`config.mk`:
```
export PLATFORM = sky130hd
export DESIGN_NAME = trap_sequencer
export DESIGN_NICKNAME = d
export VERILOG_FILES = /design/src/rtl/trap_sequencer_pkg.sv /design/src/rtl/trap_sequencer_irq_select.sv /design/src/rtl/trap_sequencer.sv
export SDC_FILE = /design/constraint.sdc
export NUM_CORES = 1
export LEC_CHECK = 0
export ABC_AREA = 1
export CAP_MARGIN = 20
export CORE_AREA = 2 2 236 238
export DETAILED_ROUTE_END_ITERATION = 10
export DIE_AREA = 0 0 238 240
export GPL_TIMING_DRIVEN = 0
export SYNTH_ARGS = -nofsm -noshare
export SYNTH_HDL_FRONTEND = slang
export SYNTH_SLANG_ARGS = --single-unit
```
`constraint.sdc`:
```
create_clock -name clk -period 12.65 [get_ports clk]
set_input_delay 2.53 -clock clk [delete_from_list [all_inputs] [get_ports clk]]
set_output_delay 2.53 -clock clk [all_outputs]
set_load 0.1 [all_outputs]
```
`src/rtl/trap_sequencer_pkg.sv`:
```
// trap_sequencer_pkg: shared FSM states, CSR addresses, mstatus fields and interrupt codes
package trap_sequencer_pkg;
    typedef enum logic [2:0] {
        IDLE,
        W_EPC,
        W_CAUSE,
        W_TVAL,
        W_STATUS,
        M_STATUS,
        REDIRECT
    } trap_state_t;

    localparam logic [11:0] CSR_MSTATUS = 12'h300;
    localparam logic [11:0] CSR_MEPC    = 12'h341;
    localparam logic [11:0] CSR_MCAUSE  = 12'h342;
    localparam logic [11:0] CSR_MTVAL   = 12'h343;

    localparam int MS_MIE    = 3;
    localparam int MS_MPIE   = 7;
    localparam int MS_MPP_LO = 11;
    localparam int MS_MPP_HI = 12;

    localparam int IRQ_MEI = 11;
    localparam int IRQ_MSI = 3;
    localparam int IRQ_MTI = 7;

    localparam logic [1:0] PRIV_U = 2'd0;
    localparam logic [1:0] PRIV_M = 2'd3;

    localparam logic [5:0] CODE_ILLEGAL = 6'd2;
endpackage

```
`src/rtl/trap_sequencer_irq_select.sv`:
```
// trap_sequencer_irq_select: fixed-priority pick of pending+enabled machine interrupts
// Ports:
//   pend  in   XLEN    mip & mie
//   hit   out  1       at least one of MEI/MSI/MTI pending and enabled
//   code  out  CODE_W  winning code, MEI > MSI > MTI
module trap_sequencer_irq_select
    import trap_sequencer_pkg::*;
#(
    parameter int XLEN   = 64,
    parameter int CODE_W = 6
) (
    input  logic [XLEN-1:0]   pend,
    output logic              hit,
    output logic [CODE_W-1:0] code
);
    localparam logic [XLEN-1:0] IRQ_MASK = (XLEN'(1) << IRQ_MEI) | (XLEN'(1) << IRQ_MSI) | (XLEN'(1) << IRQ_MTI);

    always_comb begin
        hit  = |(pend & IRQ_MASK);
        code = pend[IRQ_MEI] ? CODE_W'(IRQ_MEI) : pend[IRQ_MSI] ? CODE_W'(IRQ_MSI) : CODE_W'(IRQ_MTI);
    end
endmodule

```
`src/rtl/trap_sequencer.sv`:
```
// trap_sequencer: multi-cycle trap/MRET sequencer driving the CSR write port and fetch redirect
// Ports:
//   clk, rst                       clock, async active-high reset
//   cm_valid/cm_ready              commit handshake (ready only in IDLE)
//   cm_pc, cm_exc, cm_exc_code,    committing instruction and its exception info
//   cm_tval, cm_mret
//   priv_mode                      current privilege (0=U, 3=M)
//   mstatus/mip/mie/mtvec/mepc     current CSR values
//   csr_we/csr_addr/csr_wdata      single CSR write port, one write per state
//   priv_we/priv_next              privilege update
//   redirect_valid/redirect_pc     one-cycle flush + jump
//   busy                           high outside IDLE
module trap_sequencer
    import trap_sequencer_pkg::*;
#(
    parameter int XLEN   = 64,
    parameter int CODE_W = 6
) (
    input  logic              clk,
    input  logic              rst,
    input  logic              cm_valid,
    output logic              cm_ready,
    input  logic [XLEN-1:0]   cm_pc,
    input  logic              cm_exc,
    input  logic [CODE_W-1:0] cm_exc_code,
    input  logic [XLEN-1:0]   cm_tval,
    input  logic              cm_mret,
    input  logic [1:0]        priv_mode,
    input  logic [XLEN-1:0]   mstatus,
    input  logic [XLEN-1:0]   mip,
    input  logic [XLEN-1:0]   mie,
    input  logic [XLEN-1:0]   mtvec,
    input  logic [XLEN-1:0]   mepc,
    output logic              csr_we,
    output logic [11:0]       csr_addr,
    output logic [XLEN-1:0]   csr_wdata,
    output logic              priv_we,
    output logic [1:0]        priv_next,
    output logic              redirect_valid,
    output logic [XLEN-1:0]   redirect_pc,
    output logic              busy
);
    trap_state_t       state, state_nx;
    logic              irq_hit, take_irq, take_trap, accept;
    logic [CODE_W-1:0] irq_code, code_q;
    logic [XLEN-1:0]   epc_q, tval_q, mtvec_q;
    logic              irq_q, mret_q;
    logic [1:0]        priv_q;
    logic [XLEN-1:0]   base, target, cause, ms_trap, ms_mret;

    trap_sequencer_irq_select #(.XLEN(XLEN), .CODE_W(CODE_W)) u_irq (
        .pend (mip & mie),
        .hit  (irq_hit),
        .code (irq_code)
    );

    assign cm_ready  = state == IDLE;
    assign busy      = state != IDLE;
    assign accept    = cm_valid && cm_ready;
    assign take_irq  = irq_hit && (priv_mode == PRIV_U || mstatus[MS_MIE]);
    // MRET from U-mode is illegal and joins the trap flow
    assign take_trap = take_irq || cm_exc || (cm_mret && priv_mode == PRIV_U);

    always_ff @(posedge clk or posedge rst) begin
        if (rst) begin
            state   <= IDLE;
            epc_q   <= '0;
            tval_q  <= '0;
            mtvec_q <= '0;
            code_q  <= '0;
            irq_q   <= 1'b0;
            mret_q  <= 1'b0;
            priv_q  <= PRIV_U;
        end else begin
            state <= state_nx;
            if (accept) begin
                epc_q   <= {cm_pc[XLEN-1:2], 2'b00};
                code_q  <= take_irq ? irq_code : cm_exc ? cm_exc_code : CODE_W'(CODE_ILLEGAL);
                tval_q  <= (take_irq || !cm_exc) ? '0 : cm_tval;
                irq_q   <= take_irq;
                mret_q  <= !take_trap;
                priv_q  <= priv_mode;
                mtvec_q <= mtvec;
            end
        end
    end

    always_comb begin
        state_nx = IDLE;
        case (state)
            IDLE:     state_nx = !accept ? IDLE : take_trap ? W_EPC : cm_mret ? M_STATUS : IDLE;
            W_EPC:    state_nx = W_CAUSE;
            W_CAUSE:  state_nx = W_TVAL;
            W_TVAL:   state_nx = W_STATUS;
            W_STATUS: state_nx = REDIRECT;
            M_STATUS: state_nx = REDIRECT;
            default:  state_nx = IDLE;
        endcase
    end

    always_comb begin
        base = {mtvec_q[XLEN-1:2], 2'b00};
        // vectored mode only applies to interrupts; the add wraps naturally
        target = (irq_q && mtvec_q[1:0] == 2'b01) ? base + (XLEN'(code_q) << 2) : base;
        cause = XLEN'(code_q);
        cause[XLEN-1] = irq_q;
        ms_trap = mstatus;
        ms_trap[MS_MPIE] = mstatus[MS_MIE];
        ms_trap[MS_MIE] = 1'b0;
        ms_trap[MS_MPP_HI:MS_MPP_LO] = priv_q;
        ms_mret = mstatus;
        ms_mret[MS_MIE] = mstatus[MS_MPIE];
        ms_mret[MS_MPIE] = 1'b1;
        ms_mret[MS_MPP_HI:MS_MPP_LO] = PRIV_U;
        csr_we = state inside {W_EPC, W_CAUSE, W_TVAL, W_STATUS, M_STATUS};
        csr_addr = state == W_EPC ? CSR_MEPC :
                   state == W_CAUSE ? CSR_MCAUSE :
                   state == W_TVAL ? CSR_MTVAL :
                   csr_we ? CSR_MSTATUS : 12'h000;
        csr_wdata = state == W_EPC ? epc_q :
                    state == W_CAUSE ? cause :
                    state == W_TVAL ? tval_q :
                    state == W_STATUS ? ms_trap :
                    state == M_STATUS ? ms_mret : '0;
        priv_we = state == W_STATUS || state == M_STATUS;
        priv_next = state == W_STATUS ? PRIV_M : state == M_STATUS ? mstatus[MS_MPP_HI:MS_MPP_LO] : PRIV_U;
        redirect_valid = state == REDIRECT;
        redirect_pc = state != REDIRECT ? '0 : mret_q ? mepc : target;
    end
endmodule

```
==> results of run 1 <==
==> power breakdown <==
group	internal, mW	leakage (nW)	switching, mW
Sequential	0.965	2.58	0.239
Clock	0.504	0.474	0.318
Combinational	0.765	5.61	2.26
==> sequential cells by signal, indices dropped and copies added (netlist names) <==
register / flops
mtvec_q: 64
tval_q: 64
epc_q: 62
code_q: 6
state: 3
priv_q: 2
irq_q: 1
mret_q: 1
==> how the worst max path moves through the flow <==
stage | startpoint | end | depth (start not counted)
6_report | mepc[4] | redirect_pc[4] | 4
2_1_floorplan | rst | code_q[0] | 1
5_1_grt | mepc[4] | redirect_pc[4] | 4
3_3_place_gp | rst | tval_q[16] | 2
4_1_cts | mepc[4] | redirect_pc[4] | 4
3_5_place_dp | mepc[4] | redirect_pc[4] | 4
==> final cells by class <==
class,count,share of cell area [%]
multi-input combinational,1340,31.9
tap,704,4.56
clock inverter,12,0.751
buffer,97,2.42
clock buffer,38,4.18
antenna,4,0.0518
inverter,246,4.82
timing repair buffer,479,25.0
sequential,203,26.3
==> worst max-delay path, cell delays in order <==
cell	delay (ns)
clkdlybuf4s50_1	0.48
o21ai_0	0.17
a31oi_1	0.51
clkdlybuf4s50_1	1.25
==> per-stage QoR <==
step	total power, mW	hold WS, ns	instance area [um2]
after floorplan	3.26	0.449	12600
after global placement	4.20	0.463	18300
after detailed placement	4.23	0.467	18400
after CTS	5.09	0.482	19300
after global routing	5.34	0.507	19300
final	5.06	0.481	19300
==> layout by cell type, fill, tap and decap left out, types with 15 or more instances in the layout <==
cell,Yosys,layout
clkdlybuf4s50_1,0,476
o21ai_0,147,147
nor3_1,15,15
o221ai_1,21,21
nand4_1,24,24
a21oi_1,37,37
clkbuf_1,56,58
nand2_1,638,638
nor2_1,168,168
o21ai_1,40,40
inv_1,235,234
dfrtp_1,203,203
buf_2,24,24
clkbuf_16,0,27
nand3_1,133,133
o211ai_1,47,47
==> logic make-up (layout without fill, tap and decap cells) <==
| kind of cell | after synthesis | count (layout) | synth area share (%) |
|---|---|---|---|
| AOI/OAI and AO/OA | 310 | 310 | 14.3 |
| other | 1 | 11 | 0.0297 |
| and+or+nand+nor | 1012 | 1012 | 33.3 |
| buffers and inverters | 343 | 872 | 11.0 |
| adders and majority gates | 7 | 7 | 0.754 |
| xor gates and xnor gates | 4 | 4 | 0.278 |
| DFF | 203 | 203 | 40.3 |
==> layer usage <==
metal	wire, um	global-route usage [%]	vias up
li1	-	-	7035
met1	26900	27.8	6849
met2	30100	36.8	640
met3	5830	5.88	100
met4	1850	6.40	16
met5	96	0	-
==> impl_metrics.ini, run 1 <==
[power]
p_leak_nw = 8.66
p_per_area_nw_per_um2 = 262
peakVddDrop_v = 0.000292

[synth]
ys_warn_count = 0
syn_inst = 1880
synth_edf_count = 0
async_reset_ff_share_pct = 100
synth.ff_latch_count = 203
yosysUniqueCellTypes = 45
synth_top_area_share_pct = 40.3
synthFlopType = dfrtp_1
yosysTopAreaCell = dfrtp_1
seq_area_frac_synth_pct = 40.3
ys_top_cells_by_area = dfrtp_1 40%, nand2_1 19%, inv_1 7.0%, o21ai_0 5.8%, nand3_1 5.3%
synth.avg_cell_area_um2 = 6.71
synth_most_common_cell = nand2_1
synth_commonest_cells = 638 x nand2_1, 235 x inv_1, 203 x dfrtp_1, 168 x nor2_1, 147 x o21ai_0
synthesis.area_um2 = 12600

[critical_path]
reg2reg_depth = 8
r2r_end = mtvec_q[39]
r2r_slack_ns = 10.16
worstSetupPathType = in2out
crit_fanout = 1
r2r_start = state[0]
cp-end-kind = output port
required_ns = 10.12
cp-start-kind = input pin
crit_arrival_ns = 4.95

[die]
rows = 86
die_w_um = 238
core_area_um2 = 54700
die_area_um2 = 57100
die_h_um = 240
start_util_pct = 23.1
io_pins = 608

[sta]
fin_skew_ns = 0.0107
period_needed_ns = 7.48
maxSlewViolCount = 0
hold_violations = 0
finalCritPeriodShare_pct = 59.1
fmaxAchievable_mhz = 134
tns_ns = 0
worst_pin_slew_ns = 1.10
fin_ws_ns = 5.17
slew_headroom_pct = 26.6
setup_viol = 0
rsz0062_at_grt = no

[clocking]
clkSlewWorstSetupHoldPaths_ns = 0.06
cts_tree = done
numClockSinks = 203
ctsResizeCount = 0
cts_hold_buf = 0
cts_setup_buffers = 0
cts-root-buf = clkbuf_16
clock_latency_ns = 0.55
cts_buffers = 27
cts_max_path_buffers = 3
htree_levels = 1

[hold_path]
hold-path-cell-count = 2
whs_endpoint = epc_q[17]
min_path_type = reg2reg
min_from = epc_q[17]

[place]
dp.cells = 3069
port_buffers = 476
gp_congestion = 0.943
dp_slack_ns = 5.25
dp_hpwl_um = 52500

[final_layout]
nets = 2862
area_growth_pct = 53.2
drive_gt1_share_pct = 5.42
fin_cells = 3123
fin_util_pct = 35.4
seq_area_um2 = 5080
fillers = 5843
multiInputGateArea_um2 = 6160

[routing]
viasPerCell = 4.69
drt_iter0_markers = 1147
vias = 14600
wl_per_cell_um = 20.7
antenna_left = 0
drtPass1Iterations = 6
drt-total-wl_um = 64700
drcViolationCount = 0

[global_route]
grtUsageTotal_pct = 22.0
grt_first_pass_wirelength_um = 93200
grt_max_degree = 111
grt_pass1_vias = 14600
grt_antenna_before_repair = 12
grt-ovfl-total = 0

[run_status]
outcome = finished clean

[run]
max_cap_violations = 0
Power figures use the tool's default switching activity.
==> run 2: changes to the inputs <==
--- a/config.mk
+++ b/config.mk
@@ -7,9 +7,9 @@
 export LEC_CHECK = 0
 export ABC_AREA = 1
 export CAP_MARGIN = 20
-export CORE_AREA = 2 2 236 238
+export CORE_AREA = 2 2 234 236
 export DETAILED_ROUTE_END_ITERATION = 10
-export DIE_AREA = 0 0 238 240
+export DIE_AREA = 0 0 236 238
 export GPL_TIMING_DRIVEN = 0
 export SYNTH_ARGS = -nofsm -noshare
 export SYNTH_HDL_FRONTEND = slang
==> constraint.sdc (replaced) <==
create_clock -name clk -period 6 [get_ports clk]
set_input_delay 1.2 -clock clk [delete_from_list [all_inputs] [get_ports clk]]
set_output_delay 1.2 -clock clk [all_outputs]
set_load 0.1 [all_outputs]
==> run 2 against run 1 <==
Net effect:
- critical endpoint is now redirect_pc[44]
- critical path depth is 7 higher
- first-iteration DRC count shrank 5.0%
- clock skew up 0.0071 ns
- sequential share of layout area unchanged
- worst setup slack worse by 4.7 ns
- utilization rose by 0.77 points
- design area is the same
==> impl_metrics.ini, run 2 (same netlist as run 1, synthesis figures left out) <==
[clocking]
clock_latency_ns = 0.55
cts_hold_buf = 0
cts-root-buf = clkbuf_16
cts_max_path_buffers = 3
htree_levels = 1
cts_setup_buffers = 0
cts_buffers = 27
clkSlewWorstSetupHoldPaths_ns = 0.07
ctsResizeCount = 0
cts_tree = done
numClockSinks = 203

[critical_path]
max_stage_delay_ns = 1.21
cp-end-kind = output port
cp-start-kind = register
crit_chain = ha_1 -> inv_1 -> fa_1 -> inv_1 -> nand2_1 -> nand3_4 -> nand4_1 -> nor2_1 -> nand3_1 -> a31oi_1 -> clkdlybuf4s50_1
cpMaxStageDelayCell = clkdlybuf4s50_1
required_ns = 4.80
crit_fanout = 8
crit_arrival_ns = 4.38
worstSetupPathType = reg2out
crit_top_cell = inv_1

[run_status]
outcome = finished clean

[power]
p_leak_nw = 8.65
seqPwrFrac_pct = 24.0
pwr-share-clk_pct = 15.6
p_int_mw = 4.62
switching_power_mw = 5.97
peakVddDrop_v = 0.000482
p_per_area_nw_per_um2 = 548
finalPower_mw = 10.6
pwr-share-comb_pct = 60.4
switching_share_pct = 56.4

[place]
dp.cells = 3065
place_area_um2 = 18400
dp_hpwl_um = 53000
gp_congestion = 0.931
port_buffers = 476
dp_slack_ns = 1.02

[run]
max_cap_violations = 0

[die]
die_w_um = 236
io_pins = 608
start_util_pct = 23.6
die_h_um = 238
core_area_um2 = 53500
die_area_um2 = 56200
rows = 85

[global_route]
grt_max_degree = 40
grt_antenna_before_repair = 12
grt-ovfl-total = 0
grt_first_pass_wirelength_um = 95600
grtUsageTotal_pct = 22.6
grt_pass1_vias = 15100

[sta]
period_needed_ns = 5.58
tns_ns = 0
slew_headroom_pct = 28.0
maxSlewViolCount = 0
hold_violations = 0
fmaxAchievable_mhz = 179
worst_pin_slew_ns = 1.08
finalCritPeriodShare_pct = 93.0
fin_skew_ns = 0.0178
setup_viol = 0
fin_ws_ns = 0.421
rsz0062_at_grt = no

[final_layout]
nets = 2866
fin_cells = 3121
final_cell_mix = 638 x nand2_1, 476 x clkdlybuf4s50_1, 234 x inv_1
multiInputGateArea_um2 = 6160
top_regs = mtvec_q: 64 flops, tval_q: 64 flops, epc_q: 62 flops
fillers = 5765
final_area_um2 = 19300
final_common_cell = nand2_1
seq_area_um2 = 5080
drive_gt1_share_pct = 5.54
area_growth_pct = 53.2

[routing]
wl_per_cell_um = 20.8
viasPerCell = 4.72
drt_iter0_markers = 1090
drcViolationCount = 0
vias = 14700
drtPass1Iterations = 6
drt-total-wl_um = 65000
antenna_left = 0

[hold_path]
min_path_type = reg2reg
run 2: final timing paths:
kind                                 from         endpoint  slack [ns]  cells after the start
worst max-delay path            code_q[0]  redirect_pc[44]        0.42                     11
worst min-delay path            epc_q[13]        epc_q[13]        0.48                      2
worst max register to register   state[0]      mtvec_q[13]        3.37                      8
worst min register to register  epc_q[13]        epc_q[13]        0.48                      2
max in group asynchronous             rst       tval_q[17]        3.62                      5
min in group asynchronous             rst      mtvec_q[15]        1.17                      2
run 2: final cells by class:
cell class | count | area share [%]
Antenna cell | 8 | 0.104
Sequential cell | 203 | 26.3
Tap cell | 696 | 4.51
Clock inverter | 15 | 0.738
Inverter | 246 | 4.80
Timing Repair Buffer | 483 | 25.4
Clock buffer | 33 | 3.87
Multi-Input combinational cell | 1340 | 31.9
Buffer | 97 | 2.42
run 2: metal layers:
layer	part of all wire [%]	track usage, %
met5	0.098	0
met3	8.9	5.81
met1	41	28.3
met4	2.9	6.50
met2	47	38.5
run 2: critical path: cells and delay by family, from the launching register on:
kind / cells / cell delay (ns)
buffers and inverters: 3 / 1.42
AND/OR/NAND/NOR: 5 / 1.09
adder cells (fa/ha/maj): 2 / 0.66
flip-flops: 1 / 0.42
AO/OA/AOI/OAI: 1 / 0.22
run 2: stage by stage:
step | hold WS (ns) | utilization [%]
floorplan | 0.449 | -
global placement | 0.463 | 34.2
detailed placement | 0.466 | 34.4
CTS | 0.482 | 36.1
global route | 0.505 | 36.1
finish | 0.477 | 36.1
run 2: power groups by stage:
stage / Combinational [mW] / Sequential, mW / Clock, mW
6_report: 6.39 / 2.54 / 1.65
5_1_grt: 6.84 / 2.62 / 1.75
4_1_cts: 6.43 / 2.53 / 1.70
3_5_place_dp: 6.39 / 2.55 / 0
3_3_place_gp: 6.33 / 2.54 / 0
2_1_floorplan: 4.53 / 2.35 / 0
